--- src/rtl/xor_stim_driver.sv ---
// Clocked LFSR stimulus driver and flag scoreboard for the XOR/concatenation comparator.
// Optional XOR_STIM_CAPTURE_EN adds first_fail_x, the vector that produced the first flag in a run.
module xor_stim_driver #(
  parameter int unsigned N_VEC = 1024,
  parameter logic [63:0] SEED  = 64'h0123_4567_89AB_CDEF,
  parameter int unsigned CNT_W = 16
) (
  input  logic             clk,
  input  logic             rst,
  input  logic             start,
  input  logic             abort,
  output logic [63:0]      x,
  input  logic             badness,
  input  logic             goodness,
  output logic             busy,
  output logic             done,
  output logic             fail,
  output logic [CNT_W-1:0] vec_cnt,
  output logic [CNT_W-1:0] bad_cnt,
  output logic [CNT_W-1:0] good_cnt
`ifdef XOR_STIM_CAPTURE_EN
  ,
  output logic [63:0]      first_fail_x
`endif
);

  localparam logic [63:0]      SeedEff = (SEED == 64'h0) ? 64'h1 : SEED;
  localparam logic [CNT_W-1:0] CntOne  = CNT_W'(1);
  localparam logic [CNT_W-1:0] LastVec = CNT_W'(N_VEC - 1);

  typedef enum logic [1:0] {StIdle, StRun, StDone} state_e;

  state_e           state_q, state_d;
  logic [63:0]      x_q, x_d;
  logic [CNT_W-1:0] vec_q, vec_d;
  logic [CNT_W-1:0] bad_q, bad_d;
  logic [CNT_W-1:0] good_q, good_d;
  logic             fail_q, fail_d;
  logic [63:0]      lfsr_next;

  assign lfsr_next = {x_q[62:0], x_q[63] ^ x_q[62] ^ x_q[60] ^ x_q[59]};

`ifdef XOR_STIM_CAPTURE_EN
  logic [63:0] ffx_q, ffx_d;
`endif

  always_comb begin
    state_d = state_q;
    x_d     = x_q;
    vec_d   = vec_q;
    bad_d   = bad_q;
    good_d  = good_q;
    fail_d  = fail_q;
`ifdef XOR_STIM_CAPTURE_EN
    ffx_d   = ffx_q;
`endif
    unique case (state_q)
      StIdle, StDone: begin
        if (start) begin
          state_d = StRun;
          x_d     = SeedEff;
          vec_d   = '0;
          bad_d   = '0;
          good_d  = '0;
          fail_d  = 1'b0;
`ifdef XOR_STIM_CAPTURE_EN
          ffx_d   = '0;
`endif
        end
      end
      StRun: begin
        // abort freezes x and counters; start is ignored while running
        if (abort) begin
          state_d = StDone;
        end else begin
          x_d   = lfsr_next;
          vec_d = vec_q + CntOne;
          if (badness)  bad_d  = bad_q + CntOne;
          if (goodness) good_d = good_q + CntOne;
          fail_d = (bad_d != '0) || (good_d != '0);
`ifdef XOR_STIM_CAPTURE_EN
          // fail_q is still clear only if no earlier sample in this run flagged
          if (!fail_q && (badness || goodness)) ffx_d = x_q;
`endif
          if (vec_q == LastVec) state_d = StDone;
        end
      end
      default: state_d = StIdle;
    endcase
  end

  always_ff @(posedge clk or posedge rst) begin
    if (rst) begin
      state_q <= StIdle;
      x_q     <= SeedEff;
      vec_q   <= '0;
      bad_q   <= '0;
      good_q  <= '0;
      fail_q  <= 1'b0;
    end else begin
      state_q <= state_d;
      x_q     <= x_d;
      vec_q   <= vec_d;
      bad_q   <= bad_d;
      good_q  <= good_d;
      fail_q  <= fail_d;
    end
  end

`ifdef XOR_STIM_CAPTURE_EN
  always_ff @(posedge clk or posedge rst) begin
    if (rst) ffx_q <= '0;
    else     ffx_q <= ffx_d;
  end

  assign first_fail_x = ffx_q;
`endif

  assign x        = x_q;
  assign busy     = (state_q == StRun);
  assign done     = (state_q == StDone);
  assign fail     = fail_q;
  assign vec_cnt  = vec_q;
  assign bad_cnt  = bad_q;
  assign good_cnt = good_q;

endmodule

--- config.mk ---
export PLATFORM = sky130hd
export DESIGN_NAME = xor_stim_driver
export DESIGN_NICKNAME = d
export VERILOG_FILES = /design/src/rtl/xor_stim_driver.sv
export SDC_FILE = /design/constraint.sdc
export NUM_CORES = 1
export LEC_CHECK = 0
export ABC_AREA = 1
export CAP_MARGIN = 20
export CORE_UTILIZATION = 45
export DETAILED_ROUTE_END_ITERATION = 8
export PLACE_DENSITY = 0.75
export SYNTH_ARGS = -nofsm -noshare
export SYNTH_HDL_FRONTEND = slang
export SYNTH_SLANG_ARGS = --single-unit
--- constraint.sdc ---
create_clock -name clk -period 3.75 [get_ports clk]
set_clock_uncertainty 0.1 [all_clocks]
set_input_delay 0.75 -clock clk [delete_from_list [all_inputs] [get_ports clk]]
set_output_delay 0.75 -clock clk [all_outputs]
set_load 0.02 [all_outputs]
==> results.env <==
SYNTH_TOP_AREA_CELL='dfrtp_1'
DP_WORST_SETUP_SLACK_NS=0.9783
AREA_GROWTH_SYN_TO_LAYOUT_PCT=34.79
PLACED_AREA_MM2=0.006893
SLEW_HEADROOM_PCT=44.41
CRITICAL_PATH_BUFFERS_AND_INVERTERS=1
GRT_SETUP_UNREPAIRED='no'
LEAKAGE_nW=3.449
SEQ_AREA_FRAC_SYNTH_PCT=52.51
CRITICAL_PATH.MAX_STAGE_DELAY_NS=0.63
DRIVE_ABOVE_1_SHARE_PCT=12.78
OUTCOME='finished, final reports clean'
TIGHTESTPINTRANSITION_NS=0.8326
CLOCK_SINKS=115
POWER.DENSITY_CELL_AREA_mW_PER_MM2=679.9
DRTITER0DRC=319
HP-CLASS='reg -> reg'
DIE_WIDTH_UM=113.1
SYNTH.FF_LATCH_COUNT=115
SETUP_VIOLATIONS=0
INITIAL_UTILIZATION_PCT=46.26
CPLARGESTDELAYFAMILY='buffers and inverters'
HOLDBUFCOUNTCTS=0
SYN_AREA_MM2=0.005557
FINALSETUPTNS_NS=0
CRIT_PATH_END_KIND='output port'
CRITICAL_PATH.CELL_CHAIN='nor2_4 -> clkdlybuf4s50_1'
CLOCK_PATH_BUFFERS=2
FP.DIEH_UM=113.1
CRITPATHLAUNCHTYPE='flop'
TRITONCTS='done'
DETAILED_PLACE_HPWL_UM=9587
FLOORPLAN.DIE_AREA_MM2=0.01280
PATH_CLK_SLEW_NS=0.05
ROUTE.DETAILED.WL_PER_INST_UM=15.40
POWER.IR.VDD_WORST_mV=0.5336
HOLD_VIOLATIONS=0
FINAL_CELL_MIX='140 x nand2_1, 120 x inv_1, 120 x clkdlybuf4s50_1, 83 x dfrtp_1, 50 x o22ai_1'
FIRSTDRTPASSITERS=6
FIN_CRIT_NS=2.482
FINISH.INSTANCE_AREA_MM2=0.007490
CRITPATHMAXFANOUT=5
MAXCLOCKFREQUENCY_MHz=403.0
YOSYSWARNINGS=0
HTREEDEPTH=4
FINALCRITPERIODSHARE_PCT=66.18
NUMPORTBUFFERS=120
ANTENNA-DIODE-COUNT=0
CRITPATHKIND='reg -> out'
GRT_UTIL_MET1_PCT=30.89
SYNTHESIS.NETS=664
FIN_WORST_HOLD_SLACK_NS=0.3914
WORST_EP_ARRIVAL_TIME_NS=1.63
POST_CTS_BUFFERS=0
SYN_AVG_CELL_AREA_UM2=8.483
GP_ROUTABILITY_CONGESTION=0.8531
FIN_WS_NS=1.268
TOTAL_VIA_COUNT_AFTER_DETAILED_ROUTING=4984
CP_DATA_REQUIRED_TIME_NS=2.90
CTS_BUFFERS=17
NUMPLACEDINSTANCES=905
DETAIL_ROUTE.DRC_VIOLATIONS=0
POST_SYNTH_MAIN_AREA_CONTRIBUTORS='dfrtp_1 37%, dfstp_2 15%, nand2_1 9.5%, inv_1 8.2%, o22ai_1 5.6%'
CRIT_PATH_TOP_DELAY_CELL='clkdlybuf4s50_1'
SYNTHESIS.INSTANCES=655
GRT_USE_MET2_PCT=36.93
PIN_COUNT=121
GRT_BUSIEST_LAYER='met2'
GR-USAGE-MET3_PCT=7.659
ROWS=40
GLOBALROUTEOVERFLOWTOTAL=0
FILLCELLCOUNT=981
FIN_CELLS=937
VIA_COUNT_OF_THE_FIRST_GLOBAL_ROUTING_PASS=4945
DRV_CAP=0
PLACEABLECOREAREA_MM2=0.01201
WORSTSKEWPAIRLATENCY_NS=0.41
DETAIL_ROUTE.WIRELENGTH_UM=14430
AREA_SHARE_OF_THE_LEADING_CELL_TYPE_IN_THE_SYNTHESIZED_NETLIST_PCT=37.38
DETAIL-ROUTE-ANTENNA-NETS=0
GRTUSAGETOTAL_PCT=23.66
MOST_COMMON_CELL_AFTER_LAYOUT_FILL_AND_TAPS_ASIDE='nand2_1'
CTS_RESIZED=0
ANTENNA_FOUND_INITIAL=0
FINALMAXSLEWVIOLATIONS=0
CTS-ROOT-BUF='clkbuf_16'
VIAS_CELL=5.319
SYNTHDISTINCTLIBCELLS=38
FINAL_NET_COUNT=786
GRT_PASS1_WL_UM=23850
GRT_MAX_DEGREE=116
==> through the flow <==
| step | total power, mW | util, % |
|---|---|---|
| floorplan | 2.725 | - |
| global placement | 3.450 | 57.39 |
| detailed placement | 3.491 | 57.39 |
| CTS | 5.125 | 62.35 |
| global route | 5.334 | 62.35 |
| finish | 5.093 | 62.35 |
==> worst register-to-register path, stage by stage (launching register included) <==
cell and delay, ns:
dfrtp_1 0.40, nor2_4 0.19, nand2_2 0.12, buf_4 0.27, inv_2 0.67, a22oi_1 0.27
==> path summary, 6_finish.rpt <==
path | from | to | slack [ns] | depth (start not counted)
worst min-delay path | x[53]$_DFFE_PP1P_ | x[53]$_DFFE_PP1P_ | 0.39 | 2
min in group asynchronous | rst | x[28]$_DFFE_PP0P_ | 0.75 | 3
worst min register to register | x[53]$_DFFE_PP1P_ | x[53]$_DFFE_PP1P_ | 0.39 | 2
worst max-delay path | state_q[1]$_DFFE_PP0P_ | busy | 1.27 | 2
worst max register to register | state_q[1]$_DFFE_PP0P_ | x[49]$_DFFE_PP1P_ | 1.61 | 5
max in group asynchronous | rst | vec_cnt[3]$_DFFE_PP0P_ | 2.34 | 3
==> area by class of cell <==
type | instances | area (µm²) | area share, %
clock buffers | 20 | 466.7 | 6.231
repair buffers | 125 | 1251 | 16.71
flip-flops and latches | 115 | 2918 | 38.96
clock inverters | 12 | 130.1 | 1.737
inverters | 128 | 484.2 | 6.465
multi-input cells | 390 | 2056 | 27.45
well taps | 147 | 183.9 | 2.456
==> logic make-up (layout without fill, tap and decap cells) <==
logic type / after synthesis / in the layout / synth area share [%]
AOI/OAI and AO/OA: 125 / 125 / 14.16
and+or+nand+nor: 254 / 254 / 20.76
DFF: 115 / 115 / 52.51
xor gates and xnor gates: 8 / 8 / 1.396
buffers and inverters: 150 / 285 / 10.49
adders and majority gates: 3 / 3 / 0.6756
==> registers in the layout, indices dropped and copies added, names as in the netlist <==
name and count:
state_q 2, fail 1, x 64, good_cnt 16
bad_cnt 16, vec_cnt 16
==> where the power goes <==
part / switching, mW / internal [mW] / leakage [nW]
clock: 0.579 / 1.03 / 0.280
sequential: 0.202 / 1.60 / 1.47
combinational: 0.993 / 0.692 / 1.70
==> Yosys cell counts, drive strengths merged <==
master / instances
dfstp: 32
nand2: 148
a21oi: 10
o21a: 3
o22ai: 50
xor2: 6
clkbuf: 11
xnor2: 2
buf: 11
o21ai: 29
and3: 1
o31ai: 1
clkinv: 2
ha: 3
nand3: 31
nand4: 8
nor4: 3
nor3: 8
a31o: 1
inv: 126
o221a: 1
dfrtp: 83
a22oi: 30
nor2: 55
==> metal layers <==
layer,up-vias,share of wire [%]
li1,2379,-
met3,28,7.5
met1,2386,44
met4,0,1.6
met5,-,0
met2,191,47
No activity file was read; power rests on OpenSTA's default activity.
